$ cat config.mk
export PLATFORM = sky130hd
export DESIGN_NAME = pc_next_ctrl
export DESIGN_NICKNAME = d
export VERILOG_FILES = /design/src/rtl/pc_next_ctrl.sv
export SDC_FILE = /design/constraint.sdc
export NUM_CORES = 1
export LEC_CHECK = 0
export CORE_ASPECT_RATIO = 0.8
export CORE_MARGIN = 2
export CORE_UTILIZATION = 55
export CTS_CLUSTER_SIZE = 24
export DETAILED_ROUTE_END_ITERATION = 8
export PLACE_DENSITY = 0.87
export SYNTH_ARGS = -nofsm -noshare
export SYNTH_HDL_FRONTEND = slang
export SYNTH_SLANG_ARGS = --single-unit
$ cat constraint.sdc
create_clock -name clk -period 5.1 [get_ports clk]
set_clock_uncertainty 0.15 [all_clocks]
set_input_delay 1.02 -clock clk [delete_from_list [all_inputs] [get_ports clk]]
set_output_delay 1.02 -clock clk [all_outputs]
set_load 0.02 [all_outputs]
$ cat src/rtl/pc_next_ctrl.sv
// rtl/pc_next_ctrl.sv - next-PC selection, branch resolution, flush/trap sequencing and branch counters
module pc_next_ctrl #(
    parameter logic [31:0] RESET_PC = 32'h0000_0000
) (
    input  logic        clk,
    input  logic        rst_n,
    input  logic        instr_valid,
    input  logic        stall,
    input  logic [6:0]  opcode,
    input  logic [2:0]  funct3,
    input  logic        BrEq,
    input  logic        BrLT,
    input  logic [31:0] imm,
    input  logic [31:0] rs1_data,
    input  logic        cnt_clr,
    output logic [31:0] pc_o,
    output logic [31:0] pc_plus4,
    output logic        PCSel,
    output logic        flush,
    output logic        misalign_trap,
    output logic [31:0] trap_addr,
    output logic [15:0] br_cnt,
    output logic [15:0] taken_cnt
);

    localparam logic [6:0] OPC_BRANCH = 7'b1100011;
    localparam logic [6:0] OPC_JAL    = 7'b1101111;
    localparam logic [6:0] OPC_JALR   = 7'b1100111;

    typedef enum logic [1:0] {
        ST_RUN   = 2'd0,
        ST_FLUSH = 2'd1,
        ST_TRAP  = 2'd2
    } state_t;

    state_t      r_state;
    state_t      w_state_nxt;
    logic [31:0] r_pc;
    logic [31:0] w_pc_nxt;
    logic        r_flush;
    logic        r_misalign;
    logic [31:0] r_trap_addr;
    logic [15:0] r_br_cnt;
    logic [15:0] r_taken_cnt;

    logic        w_is_branch;
    logic        w_is_jal;
    logic        w_is_jalr;
    logic        w_br_legal;
    logic        w_br_cond;
    logic        w_taken;
    logic        w_run;
    logic        w_resolve;
    logic [31:0] w_pc_plus4;
    logic [31:0] w_target;
    logic        w_misalign;
    logic        w_trap_set;
    logic        w_inc_br;
    logic        w_inc_taken;

    assign w_is_branch = (opcode == OPC_BRANCH);
    assign w_is_jal    = (opcode == OPC_JAL);
    assign w_is_jalr   = (opcode == OPC_JALR);
    // funct3 010/011 are reserved encodings: never taken, never counted
    assign w_br_legal  = w_is_branch & (funct3[2:1] != 2'b01);

    // Branch condition from the comparator flags; BrLT already carries signedness
    always_comb begin
        w_br_cond = 1'b0;
        case (funct3)
            3'b000:         w_br_cond = BrEq;
            3'b001:         w_br_cond = ~BrEq;
            3'b100, 3'b110: w_br_cond = BrLT;
            3'b101, 3'b111: w_br_cond = ~BrLT;
            default:        w_br_cond = 1'b0;
        endcase
    end

    assign w_taken    = (w_br_legal & w_br_cond) | w_is_jal | w_is_jalr;
    assign w_pc_plus4 = r_pc + 32'd4;
    assign w_target   = w_is_jalr ? ((rs1_data + imm) & ~32'h1) : (r_pc + imm);
    assign w_misalign = (w_target[1:0] != 2'b00);
    assign w_run      = (r_state == ST_RUN);
    assign w_resolve  = w_run & instr_valid & ~stall;

    // Next state and next PC; only a resolving instruction in RUN moves the PC
    always_comb begin
        w_state_nxt = r_state;
        w_pc_nxt    = r_pc;
        w_trap_set  = 1'b0;
        case (r_state)
            ST_RUN: begin
                if (w_resolve) begin
                    if (w_taken) begin
                        if (w_misalign) begin
                            w_state_nxt = ST_TRAP;
                            w_trap_set  = 1'b1;
                        end else begin
                            w_pc_nxt    = w_target;
                            w_state_nxt = ST_FLUSH;
                        end
                    end else begin
                        w_pc_nxt = w_pc_plus4;
                    end
                end
            end
            ST_FLUSH: w_state_nxt = ST_RUN;
            ST_TRAP:  w_state_nxt = ST_TRAP;
            default:  w_state_nxt = ST_RUN;
        endcase
    end

    // State, PC, flush and trap capture registers
    always_ff @(posedge clk or negedge rst_n) begin
        if (!rst_n) begin
            r_state     <= ST_RUN;
            r_pc        <= RESET_PC;
            r_flush     <= 1'b0;
            r_misalign  <= 1'b0;
            r_trap_addr <= 32'h0;
        end else begin
            r_state    <= w_state_nxt;
            r_pc       <= w_pc_nxt;
            r_flush    <= (w_state_nxt == ST_FLUSH);
            r_misalign <= r_misalign | w_trap_set;
            if (w_trap_set) begin
                r_trap_addr <= w_target;
            end
        end
    end

    assign w_inc_br    = w_resolve & w_br_legal;
    assign w_inc_taken = w_inc_br & w_br_cond;

    // Saturating branch counters; clear wins over a same-cycle increment
    always_ff @(posedge clk or negedge rst_n) begin
        if (!rst_n) begin
            r_br_cnt    <= 16'h0;
            r_taken_cnt <= 16'h0;
        end else if (cnt_clr) begin
            r_br_cnt    <= 16'h0;
            r_taken_cnt <= 16'h0;
        end else begin
            if (w_inc_br && (r_br_cnt != 16'hFFFF)) begin
                r_br_cnt <= r_br_cnt + 16'd1;
            end
            if (w_inc_taken && (r_taken_cnt != 16'hFFFF)) begin
                r_taken_cnt <= r_taken_cnt + 16'd1;
            end
        end
    end

    assign pc_o          = r_pc;
    assign pc_plus4      = w_pc_plus4;
    assign PCSel         = w_taken & instr_valid & w_run;
    assign flush         = r_flush;
    assign misalign_trap = r_misalign;
    assign trap_addr     = r_trap_addr;
    assign br_cnt        = r_br_cnt;
    assign taken_cnt     = r_taken_cnt;

endmodule
==> results of run 1 <==
[power by group through the flow]
stage / clock (mW) / sequential (mW) / combinational, mW
after floorplan: 0 / 1.09 / 0.960
after global placement: 0 / 1.02 / 1.65
after detailed placement: 0 / 1.02 / 1.68
after CTS: 0.803 / 1.01 / 1.69
after global routing: 0.834 / 1.02 / 1.84
final: 0.800 / 1.01 / 1.72
[sequential cells by signal, indices dropped and copies added (netlist names)]
signal,cells
pc_o,32
trap_addr,32
br_cnt,16
taken_cnt,16
r_state,2
flush,1
misalign_trap,1
[worst max-delay path, delay by kind of cell (launching register included)]
family,cells,cell delay (ns)
XOR/XNOR,1,0.18
buffers and inverters,1,0.66
AND/OR/NAND/NOR,6,1.62
adder cells (fa/ha/maj),1,0.29
flip-flops,1,0.49
[how the worst max path moves through the flow]
stage | cells after the start | end
final | 9 | pc_plus4[26]
after floorplan | 12 | pc_o[26]
after global routing | 9 | pc_plus4[30]
after global placement | 9 | pc_plus4[26]
after detailed placement | 13 | pc_o[30]
after CTS | 9 | pc_plus4[26]
[kinds of logic (layout without fill, tap and decap cells)]
group / count (synthesis) / after routing / synth area share, %
AOI/OAI and AO/OA: 334 / 334 / 24.2
xor gates and xnor gates: 97 / 97 / 9.76
buffers and inverters: 80 / 265 / 3.73
DFF: 100 / 100 / 28.5
and+or+nand+nor: 415 / 415 / 23.4
muxes: 7 / 7 / 0.840
adders and majority gates: 66 / 66 / 9.57
[area by class of cell]
| type | count | area share, % |
|---|---|---|
| multi-input cells | 919 | 52.5 |
| inverters | 28 | 0.925 |
| well taps | 215 | 2.37 |
| repair buffers | 221 | 19.2 |
| clock inverters | 7 | 1.01 |
| flip-flops and latches | 100 | 22.0 |
| clock buffers | 9 | 1.98 |
[cells in the mapped netlist (all sizes together) (4+ instances only)]
cell type	number	share of area, %
a21oi	93	5.5
and2	7	0.50
nand2	134	5.8
or3	19	1.4
and4	8	0.83
nor2	95	4.2
nor4	8	0.57
a31oi	20	1.6
o22ai	5	0.36
a2111oi	4	0.68
a211oi	9	0.83
clkbuf	36	1.6
xnor2	60	6.1
buf	16	0.98
nor2b	6	0.43
nor3b	4	0.46
ha	64	9.1
mux2i	4	0.46
nand3	50	3.0
a21o	30	2.6
o31ai	10	0.85
or2	4	0.28
nand4	24	1.8
o211ai	7	0.60
xor2	37	3.7
a211o	4	0.40
nand3b	6	0.51
nor3	19	1.3
inv	27	1.2
dfrtp	100	28
o21bai	11	0.94
nand2b	6	0.43
a22o	4	0.40
o21a	8	0.68
and3	20	1.5
o21ai	102	6.0
[cell usage in the layout, fill, tap and decap left out, types with 5 or more instances in the layout]
master           netlist  routed
clkdlybuf4s50_1        0     210
nand2_1              133     133
dfrtp_1              100     100
nor2_1                92      91
a21oi_1               89      89
o21ai_0               74      74
ha_1                  64      64
xnor2_1               59      59
nand3_1               47      46
xor2_1                37      37
a21o_1                30      30
inv_1                 27      27
o21ai_1               25      24
nand4_1               23      23
a31oi_1               19      19
or3_1                 19      19
and3_1                17      17
nor3_1                15      15
o21bai_1              11      11
buf_4                  4      11
o31ai_1               10      10
clkbuf_16              0       9
o21a_1                 8       8
nor4_1                 8       8
a211oi_1               8       8
and4_1                 7       7
and2_1                 7       7
o211ai_1               7       7
nand2b_1               6       6
nand3b_1               6       6
nor2b_1                6       6
o22ai_1                5       5
[repair_timing]
| item | CTS | global route |
|---|---|---|
| buffers inserted | 0 | 0 |
| endpoints found under the setup margin | 0 | 1 |
| resized for setup | 0 | 1 |
| hold buffers | 0 | 0 |
[metal layers]
layer	share of wire, %	vias to the layer above
met5	0	-
met4	2.4	0
met3	10	61
met2	45	548
met1	43	4353
li1	-	4344
[through the flow]
step                power (mW)  std cells  setup slack [ns]
floorplan                 2.05       1099              1.43
global placement          2.67       1483             0.728
detailed placement        2.70       1483             0.661
CTS                       3.50       1499             0.265
global route              3.70       1499            0.0879
finish                    3.53       1499             0.328
==> reports/metrics.csv, run 1 <==
metric;value;unit
status;completed;
Inserted Clock Buffers;9;
Area Overhead vs Synth;29.4;%
Crit path largest cell delay;0.66;ns
Relative slew margins;19.0;%
number of DRC markers in iteration 0;946;
number of global-route vias before repair;8444;
CP Class;flop to output pin;
die area;17000;sq um
Min-Delay Startpoint;r_state[0];
max_cap viols;0;
final period utilization;93.6;%
clock tree from TritonCTS;built;
Syn Nets;1246;
worst hold stages;1;
max-slew violations;0;
I/O Buffers;211;
r2r setup slk;1.61;ns
Hold Fails Final Rpt;0;
PwrDens;311;nW/um^2
crit-path cells;ha_1 > and3_1 > nand3_1 > nor2_2 > and3_1 > and3_1 > nand3_1 > xnor2_1 > clkdlybuf4s50_1;
first drt pass iteration count;5;
number of synthesized flops with an enable pin;0;
clock buffer depth;2;
gr ovfl total;0;
initial antenna violation count;0;
layout cells sized above 1;5.06;%
# IOs;212;
FFs w/ async S/R, synth;100;%
total track usage;33.4;%
H-Tree Level Count;3;
Horiz. Die Dim;145;microns
crit path from;pc_o[2];
Post-Route WL;29100;microns
row cnt;41;
final core occ;72.4;%
Flop pwr share;28.6;%
Post-Layout Inst Area;11400;sq um
nets@finish;1426;
Mean Syn Cell Area;7.99;sq um
sequential fraction of the synthesis area;28.5;%
DP Area;11000;sq um
nature of the critical path startpoint;flop;
Hold Path Class;flop to flop;
R2R Path Start;pc_o[0];
RSZ-0062 raised after global routing;false;
Initial Util;56.0;%
Primary FF master, synth;dfrtp_1;
FF+latch area;2500;sq um
Post-Synthesis Cells;1099;
Vias per Instance;6.21;
GR Util met1;46.6;%
CP max-delay cell;clkdlybuf4s50_1;
worst slew pin tran;1.21;ns
Netlist cell types;82;
FF+latch count, synth;100;
internal cell power;2.06;mW
clock power share;22.6;%
core area;15700;sq um
FF-to-FF End;pc_o[30];
Combinational Power Share;48.7;%
multi-input logic area;5970;sq um
clock sink total;100;
CP Max Fanout;7;
Post-DRT Antenna Nets;0;
post-synthesis cell area;8780;sq um
Root Driver;clkbuf_16;
WP data arrival;3.60;ns
P_sw;1.47;mW
worst vdd ir;185;uV
met2 Usage GRT;53.7;%
Max Fclk;0.210;GHz
GPL Wtd Cong;1.02;
WHS;0.288;ns
first-pass GRT wire length;45300;microns
largest net degree at the start of global routing;69;
Final HPWL DP;22100;microns
WHS Endpoint;r_state[1];
Final setup viols;0;
CP required;3.93;ns
switching share of power;41.6;%
Die Y;117;microns
# DRC;0;
gr busiest metal;met2;
LEAKAGE;4.86;nW
CP dominant cell by count;and3_1;
clk slew on worst S/H paths;0.08;ns
GR Util met3;6.16;%
DR vias;9306;
filler instances;1278;
CP endpoint kind;output pin;
Final Critical Period;4.77;ns
worst skew pair latency;0.37;ns
reg2reg path depth;12;
Routed WL per cell;19.4;microns
synth warn;0;
# diodes;0;
setup TNS;0;ns
Note: power is estimated with default switching activity, not from simulation.
==> run 2: changes to the inputs <==
- MAX_ROUTING_LAYER: unset -> met4
==> run 2 against run 1 <==
  * Sequential share of layout area about the same
  * Sequential power about the same
  * Highest routed layer unchanged
  * First-iteration DRC count increased by 3.9%
  * Via count increased by 1.0%
  * Critical path type unchanged
  * Worst hold slack got worse by 0.0075 ns
  * Final area decreased by 0.15%
  * Global-route usage increased by 1.3 points
  * Count of clock-buffer cells in the layout unchanged
  * Worst setup slack got worse by 0.080 ns
  * Sequential cell count unchanged
  * Power decreased by 1.0%
==> reports/metrics.csv, run 2 (synthesis results as in run 1) <==
metric;value;unit;change
status;completed;;
WP data arrival;3.68;ns;+0.08 ns
worst vdd ir;147;uV;-21%
# IOs;212;;unchanged
largest net degree at the start of global routing;70;;+1.4%
Combinational Power Share;49.1;%;+0.4 points
WHS;0.281;ns;-0.00749 ns
Die Y;117;microns;unchanged
RSZ-0062 raised after global routing;false;;
crit path from;pc_o[2];;
r2r setup slk;1.57;ns;-0.04 ns
nets@finish;1426;;unchanged
PwrDens;308;nW/um^2;-0.88%
Relative slew margins;20.8;%;+1.8 points
Post-Layout Inst Area;11300;sq um;-0.15%
filler instances;1234;;-3.4%
clk slew on worst S/H paths;0.07;ns;about the same
crit-path cells;ha_1 > and3_1 > nand3_1 > nor2_2 > and3_1 > and3_1 > nand3_1 > xnor2_1 > clkdlybuf4s50_1;;
die area;17000;sq um;unchanged
clock tree from TritonCTS;built;;
Max Fclk;0.206;GHz;-1.6%
Final HPWL DP;22400;microns;+1.2%
first-pass GRT wire length;45400;microns;+0.35%
switching share of power;41.2;%;-0.35 points
Horiz. Die Dim;145;microns;unchanged
Final setup viols;0;;unchanged
LEAKAGE;4.85;nW;-0.23%
CP dominant cell by count;and3_1;;
CP endpoint kind;output pin;;
gr ovfl total;0;;unchanged
reg2reg path depth;12;;unchanged
core area;15700;sq um;unchanged
worst hold stages;1;;unchanged
CP Class;flop to output pin;;
Flop pwr share;28.9;%;+0.3 points
DR vias;9399;;+1.0%
first drt pass iteration count;5;;unchanged
number of DRC markers in iteration 0;983;;+3.9%
Initial Util;56.0;%;unchanged
Final Critical Period;4.85;ns;+0.0797 ns
P_sw;1.44;mW;-1.9%
# DRC;0;;unchanged
layout cells sized above 1;4.99;%;-0.074 points
row cnt;41;;unchanged
Hold Fails Final Rpt;0;;unchanged
initial antenna violation count;0;;unchanged
CP Max Fanout;7;;unchanged
Min-Delay Startpoint;r_state[0];;
Post-DRT Antenna Nets;0;;unchanged
worst skew pair latency;0.36;ns;about the same
nature of the critical path startpoint;flop;;
# diodes;0;;unchanged
final period utilization;95.1;%;+1.6 points
CP max-delay cell;clkdlybuf4s50_1;;
R2R Path Start;pc_o[0];;
Hold Path Class;flop to flop;;
clock power share;22.0;%;-0.6 points
Inserted Clock Buffers;9;;unchanged
DP Area;11000;sq um;unchanged
Routed WL per cell;19.5;microns;+0.68%
clock buffer depth;2;;unchanged
number of global-route vias before repair;8599;;+1.8%
setup TNS;0;ns;unchanged
internal cell power;2.05;mW;-0.44%
GPL Wtd Cong;1.00;;-1.4%
FF-to-FF End;pc_o[30];;
most frequent cells in the layout;210 x clkdlybuf4s50_1, 133 x nand2_1, 100 x dfrtp_1;;
I/O Buffers;211;;unchanged
Post-Route WL;29200;microns;+0.62%
H-Tree Level Count;3;;unchanged
WHS Endpoint;r_state[1];;
max_cap viols;0;;unchanged
Area Overhead vs Synth;29.2;%;
commonest non-fill, non-tap cell in the layout;clkdlybuf4s50_1;;
Root Driver;clkbuf_16;;
clock sink total;100;;unchanged
CP required;3.93;ns;about the same
Crit path largest cell delay;0.66;ns;about the same
max-slew violations;0;;unchanged
total track usage;34.7;%;+1.3 points
worst slew pin tran;1.18;ns;-0.0271 ns
Vias per Instance;6.27;;+1.1%
[run 2: area by class of cell]
class,count,area (sq um),share of cell area [%]
repair buffers,221,2180,19.2
multi-input cells,919,5970,52.6
clock inverters,6,97.6,0.860
inverters,28,105,0.926
well taps,215,269,2.37
flip-flops and latches,100,2500,22.0
clock buffers,9,225,1.98
[run 2: layer usage]
layer	vias up	wire, microns	GRT usage (%)
met4	0	694	10.1
met3	64	3010	7.09
met5	-	0	-
li1	4351	-	-
met2	544	13000	53.0
met1	4440	12600	47.1
[run 2: critical path: cells and delay by family (launching register included)]
kind	cells	cell delay (ns)
buffers and inverters	1	0.66
xor gates and xnor gates	1	0.22
and+or+nand+nor	6	1.69
adders and majority gates	1	0.28
DFF	1	0.48
[run 2: worst max path at each step]
stage	to	slack, ns	cells past startpoint
detailed placement	pc_plus4[26]	0.57	9
global route	pc_plus4[26]	0.04	9
CTS	pc_plus4[26]	0.17	9
floorplan	pc_o[26]	1.43	12
finish	pc_plus4[26]	0.25	9
global placement	pc_plus4[26]	0.61	9
[run 2: power groups by stage]
stage                     clock (mW)  combinational (mW)  sequential [mW]
after detailed placement           0                1.68             1.02
after global placement             0                1.66             1.02
after floorplan                    0               0.960             1.09
after CTS                      0.776                1.69             1.01
final                          0.768                1.72             1.01
after global routing           0.804                1.84             1.02
[run 2: what timing repair did]
item,4_1_cts,5_1_grt
buffers inserted,0,0
endpoints found under the setup margin,0,1
hold buffers,0,0
gates resized for setup,0,1
[run 2: per-stage QoR]
step                      util (%)  total power, mW  std cells  setup slack [ns]
after detailed placement      70.2             2.70       1483             0.574
final                         72.3             3.50       1498             0.248
after global routing          72.3             3.67       1498            0.0401
after CTS                     72.3             3.47       1498             0.169
after floorplan                  -             2.05       1099              1.43
after global placement        70.2             2.68       1483             0.606
